### src/rtl/axis_fifo_serializer.sv
// axis_fifo_serializer
// Pops DWIDTH-bit words from a sync FIFO read port (one cycle read latency)
// and emits each word as RATIO = DWIDTH/OWIDTH AXI-Stream beats. tlast marks
// the final beat of every word. At most one FIFO word is in flight.
//
// Build option: define SER_MSB_FIRST_EN to issue the most-significant slice
// first. The default build (macro undefined) issues the LSB slice first.
`timescale 1ns/1ps

module axis_fifo_serializer #(
  parameter int DWIDTH = 16,
  parameter int OWIDTH = 4
) (
  input  logic              clk,
  input  logic              rst,
  input  logic [DWIDTH-1:0] fifo_dout,
  input  logic              fifo_empty,
  output logic              fifo_rd_en,
  output logic [OWIDTH-1:0] m_axis_tdata,
  output logic              m_axis_tvalid,
  output logic              m_axis_tlast,
  input  logic              m_axis_tready
);

  localparam int RATIO = DWIDTH / OWIDTH;
  localparam int CW    = $clog2(RATIO);

  localparam logic [1:0] IDLE = 2'd0;
  localparam logic [1:0] WAIT = 2'd1;
  localparam logic [1:0] SEND = 2'd2;

  localparam logic [CW-1:0] LAST_CNT = CW'(RATIO - 1);

  logic [1:0]        state;
  logic [CW-1:0]     cnt;
  logic [DWIDTH-1:0] shreg;
  logic [CW-1:0]     sel;
  logic              last_beat;
  logic              handshake;

  assign last_beat = (cnt == LAST_CNT);
  assign handshake = m_axis_tvalid & m_axis_tready;

`ifdef SER_MSB_FIRST_EN
  assign sel = LAST_CNT - cnt;
`else
  assign sel = cnt;
`endif

  // Beat outputs decoded from registered state; rd_en also looks at empty/tready.
  // NOTE: every signal assigned in always_comb gets a default first, otherwise a
  // path that skips the assignment infers a latch.
  always_comb begin
    m_axis_tvalid = 1'b0;
    m_axis_tlast  = 1'b0;
    m_axis_tdata  = '0;
    fifo_rd_en    = 1'b0;
    if (!rst) begin
      case (state)
        IDLE: fifo_rd_en = !fifo_empty;
        SEND: begin
          m_axis_tvalid = 1'b1;
          m_axis_tlast  = last_beat;
          m_axis_tdata  = shreg[int'(sel)*OWIDTH +: OWIDTH];
          fifo_rd_en    = m_axis_tready & last_beat & !fifo_empty;
        end
        default: ;
      endcase
    end
  end

  // State, beat counter and word register; reset drops any partial word.
  // NOTE: sequential state uses non-blocking assignments so every flop samples
  // pre-edge values regardless of statement order.
  always_ff @(posedge clk) begin
    if (rst) begin
      state <= IDLE;
      cnt   <= '0;
      shreg <= '0;
    end else begin
      case (state)
        IDLE: if (fifo_rd_en) state <= WAIT;
        WAIT: begin
          shreg <= fifo_dout;
          cnt   <= '0;
          state <= SEND;
        end
        SEND: begin
          if (handshake) begin
            if (!last_beat) begin
              cnt <= cnt + 1'b1;
            end else begin
              cnt   <= '0;
              state <= fifo_rd_en ? WAIT : IDLE;
            end
          end
        end
        default: state <= IDLE;
      endcase
    end
  end

endmodule

### config.mk
export PLATFORM = sky130hd
export DESIGN_NAME = axis_fifo_serializer
export DESIGN_NICKNAME = d
export VERILOG_FILES = /design/src/rtl/axis_fifo_serializer.sv
export SDC_FILE = /design/constraint.sdc
export NUM_CORES = 1
export LEC_CHECK = 0
export BUFFER_PORTS_ARGS = -buffer_cell sky130_fd_sc_hd__buf_2
export CAP_MARGIN = 20
export CORE_MARGIN = 2
export CORE_UTILIZATION = 52
export CTS_BUF_LIST = sky130_fd_sc_hd__clkbuf_2
export CTS_CLUSTER_DIAMETER = 50
export CTS_CLUSTER_SIZE = 40
export DETAILED_ROUTE_END_ITERATION = 10
export GPL_TIMING_DRIVEN = 0
export PLACE_DENSITY = 0.79
export SLEW_MARGIN = 30
export SYNTH_ARGS = -nofsm -noshare
export SYNTH_HDL_FRONTEND = slang
export SYNTH_SLANG_ARGS = --single-unit
### constraint.sdc
create_clock -name clk -period 1.69 [get_ports clk]
set_clock_uncertainty 0.05 [all_clocks]
set_input_delay 0.2535 -clock clk [delete_from_list [all_inputs] [get_ports clk]]
set_output_delay 0.2535 -clock clk [all_outputs]
set_load 0.05 [all_outputs]
# Word-level counts from Yosys, hierarchy flattened
# Index checks and enable logic that the tools add are counted.
[word_totals]
word_cells = 35
reg_bits = 20
output_inout_bits = 7
[op_classes]
n_eq_ne = 6
n_bitwise = 3
reduce_logical = 5
addsub = 1
shift = 1
muxes = 16
[ops]
columns = ["operator", "count"]
rows = [
  ["indexed part select 16 x 5 -> 4 bit", 1],
  ["two-way mux 2 bit", 5],
  ["two-way mux 4 bit", 2],
  ["two-way mux 1 bit", 6],
  ["inequality test 2 bit (second input constant)", 3],
  ["one-hot mux 2 bit (3 select lines)", 1],
  ["equality test 2 bit (second input constant)", 2],
  ["one-hot mux 2 bit (2 select lines)", 1],
  ["AND 1 bit", 3],
  ["AND reduction 3 bit", 1],
  ["adder 2 x 1 -> 2 bit (second input constant)", 1],
  ["equality test 2 x 1 -> 1 bit (second input constant)", 1],
  ["zero test 2 bit", 1],
  ["one-hot mux 1 bit (2 select lines)", 1],
  ["AND reduction 2 bit", 1],
  ["nonzero test 2 bit", 1],
  ["zero test 1 bit", 1],
]

# Depth between registers and ports, before layout
[logic_depth]
ltp_word = 9
mapped_depth = 6
mapped_depth_nobuf = 4

# Worst setup path after synthesis
# No wires, ideal clock.
[synth_timing]
path_kind = "reg2out"
startpoint = "register cnt[0]"
endpoint = "output port fifo_rd_en"
arrival_ps = 2232
stages_incl_launch_ff = 4
path_slack_ps = -845
required_time_ps = 1387
cell_sequence = "dfxtp_1 ha_1 a21boi_0 nor4_1"
[synth_between]
elab_chain_len = 5
[synth_rtl]
columns = ["item", "line", "source"]
rows = [
  ["start: declaration", "35", "logic [CW-1:0] cnt;"],
  ["start signal: assignment", "91", "cnt <= cnt + 1'b1;"],
  ["equality test 2 bit", "41", "assign last_beat = (cnt == LAST_CNT);"],
  ["AND 1 bit (2 in series)", "65", "fifo_rd_en = m_axis_tready & last_beat & !fifo_empty;"],
  ["one-hot mux 1 bit (2 select lines)", "59", "case (state)"],
  ["two-way mux 1 bit", "58", "if (!rst) begin"],
  ["end: declaration", "18", "output logic fifo_rd_en,"],
]
# Every way passes these cells.

# Final worst setup path
[layout_timing]
startpoint = "register cnt[1]"
endpoint = "output port m_axis_tdata[1]"
[layout_between]
elab_chain_len = 3
[layout_rtl]
columns = ["item", "line", "source"]
rows = [
  ["indexed part select 16 x 5 -> 4 bit", "64", "m_axis_tdata = shreg[int'(sel)*OWIDTH +: OWIDTH];"],
  ["two-way mux 4 bit", "59", ""],
  ["two-way mux 4 bit", "58", ""],
  ["end: declaration", "19", "output logic [OWIDTH-1:0] m_axis_tdata,"],
]
# Every way passes these cells.

==> results.cfg <==
[timing]
hold_violations = 0
clock.fmax_ghz = 0.5017
period_minus_slack_ps = 1993
fin_setup_tns_ps = -1102
maxSlewViolCount = 0
setup_viol = 5
worstMarginPinSlew_ps = 493.2
min_period_over_period_pct = 117.9
rsz0062_at_grt = yes
worst_slack_ps = -303.3
slew_headroom_pct = 67.12

[critical_path]
regToRegEndpoint = state[1]
r2r-start = cnt[0]
crit_path_start_kind = flip-flop
crit_required_ps = 1390
rr_worst_depth = 5
path_max_fanout = 5
criticalPathCategory = flip-flop to output pin
crit_path_end_kind = output pin
arrival_ps = 1690
r2r_slack_ps = 350

[global_route]
grt_pass1_wl_um = 3408
grt_max_degree = 13
antenna_found_initial = 0
grt_usage_pct = 22.88
first_global_vias = 782
overflow = 0

[clock_network]
clock_latency_ps = 310
root_buffer = clkbuf_2
cts_buffers = 3
clk_pin_slew_ps = 200
cts_buffer_depth = 2
ctsHoldBuffers = 0
cts_sinks = 20
cts_tree = yes
htreeDepth = 1

[placement]
place_ws_ps = -27.37
hpwlAfterDp_um = 1524
placed_area_um2 = 1079
port_buffers = 26
routabilityCongestion = 0.7306

[logic_synthesis]
synth_compound_area_share_pct = 12.62
synth_xor_area_share_pct = 0
synth-simple-area-share_pct = 26.06
synth_ff_type = dfxtp_1
synth-adder-area-share_pct = 1.372
synth.ff_latch_count = 20
ys_warn_count = 0
avgSynthCellArea_um2 = 8.446
synth_area_um2 = 912.1
synth.area.mux_share_pct = 9.877
async_flop_share_pct = 0
synth_top_family_by_area = simple AND/OR/NAND/NOR gates
synth_edf_count = 0
postSynthCellCount = 108
synth-seq-area-share_pct = 43.90
syn_nets = 129
synth_cell_types = 22

[finish]
antennaDiodeCount = 0
drive_gt1_share_pct = 40.28
fin_nets = 166
final_cell_area_um2 = 1260
area_delta_synth_final_pct = 38.13
mostFrequentLayoutCells = 33 x nand2_1, 22 x buf_2, 20 x a21oi_1
layout_commonest_cell = nand2_1

[die]
chipHeight_um = 45.88
die_x_um = 45.88
dieArea_um2 = 2105
core_area_um2 = 1689
io_pins = 27
row_count = 15
initial_core_util_pct = 54.00

[detailed_routing]
routed_via_density = 5.540
vias = 892
ant_nets = 0
drtPass1Iterations = 4
drt_iter0_markers = 17
post_drt_wl_per_cell_um = 14.34
finalWirelength_um = 2309
route.detailed.drc = 0

[worst_hold_path]
holdPathEnd = state[0]
hold_depth = 2
hold_class = input port to flip-flop
worstHoldStart = fifo_empty

[outcome]
violations = negative setup slack
status = complete, but fails checks

[pwr]
irDropWorstVdd_uv = 608.2
p_leak_nw = 0.5310
power_density_nw_per_um2 = 810.6
p_total_mw = 1.021

[job]
cap_violations = 0
==> stage by stage <==
step           util [%]  hold slack (ps)  instances
2_1_floorplan         -            280.5        108
3_3_place_gp      63.85            389.1        151
3_5_place_dp      63.85            401.5        151
4_1_cts           72.07            53.55        158
5_1_grt           74.59            52.95        161
6_report          74.59            63.03        161
==> cells in the mapped netlist, drive strengths merged (2+ instances only) <==
master | count | area, um^2
buf | 5 | 36.28
nor4 | 2 | 12.51
nor2 | 2 | 7.510
nand2 | 33 | 123.9
nand3 | 2 | 10.01
dfxtp | 20 | 400.4
nand2b | 3 | 18.77
and3 | 5 | 31.28
mux4 | 4 | 90.09
a21oi | 20 | 100.1
clkbuf | 4 | 16.26
==> state kept, by name (all words and copies together) (netlist names) <==
| name | flops |
|---|---|
| cnt | 2 |
| state | 2 |
| shreg | 16 |
==> where the power goes <==
group / internal, mW / total, mW / switching [mW]
combinational: 0.0711 / 0.157 / 0.0861
sequential: 0.495 / 0.511 / 0.0160
clock: 0.204 / 0.353 / 0.149
total: 0.771 / 1.02 / 0.251
==> worst max-delay path: stages, from the launching register on <==
cell and delay (ps):
dfxtp_2 400, buf_6 120, mux4_2 510, and3_4 200
buf_6 140
==> metal layers <==
metal / GRT usage (%) / share of wire (%)
met1: 28.86 / 45
met2: 38.06 / 49
met3: 6.746 / 4.7
met4: 5.714 / 0.82
met5: 0 / 0
==> how the worst max path moves through the flow <==
stage | start | to | slack (ps) | cells after the start
CTS | cnt[1] | m_axis_tdata[2] | -280 | 4
global placement | cnt[0] | m_axis_tdata[0] | -20 | 3
floorplan | cnt[0] | fifo_rd_en | 8 | 3
finish | cnt[1] | m_axis_tdata[1] | -300 | 4
global route | cnt[1] | m_axis_tdata[1] | -340 | 4
detailed placement | cnt[0] | m_axis_tdata[0] | -30 | 3
==> cells by family (layout without fill, tap and decap cells) <==
group / after synthesis / after routing
multiplexers: 4 / 4
buffers and inverters: 10 / 46
AO/OA/AOI/OAI: 22 / 22
flip-flops: 20 / 20
AND/OR/NAND/NOR: 51 / 51
adder cells (fa/ha/maj): 1 / 1
==> timing repair <==
| action | 4_1_cts | 5_1_grt |
|---|---|---|
| pin swaps | 1 | 3 |
| endpoints found under the hold margin | 0 | 0 |
| setup buffers | 3 | 3 |
| endpoints found under the setup margin | 7 | 7 |
| resized for setup | 23 | 8 |
==> cell type report <==
type | instances | area (um^2)
tap | 17 | 21.27
inverter | 1 | 3.754
timing repair buffer | 32 | 219.0
multi-input combinational | 78 | 506.7
clock inverter | 1 | 30.03
fill | 117 | 429.2
buffer | 9 | 57.56
clock buffer | 3 | 15.01
sequential | 20 | 406.6
Note: power is estimated with default switching activity, not from simulation.
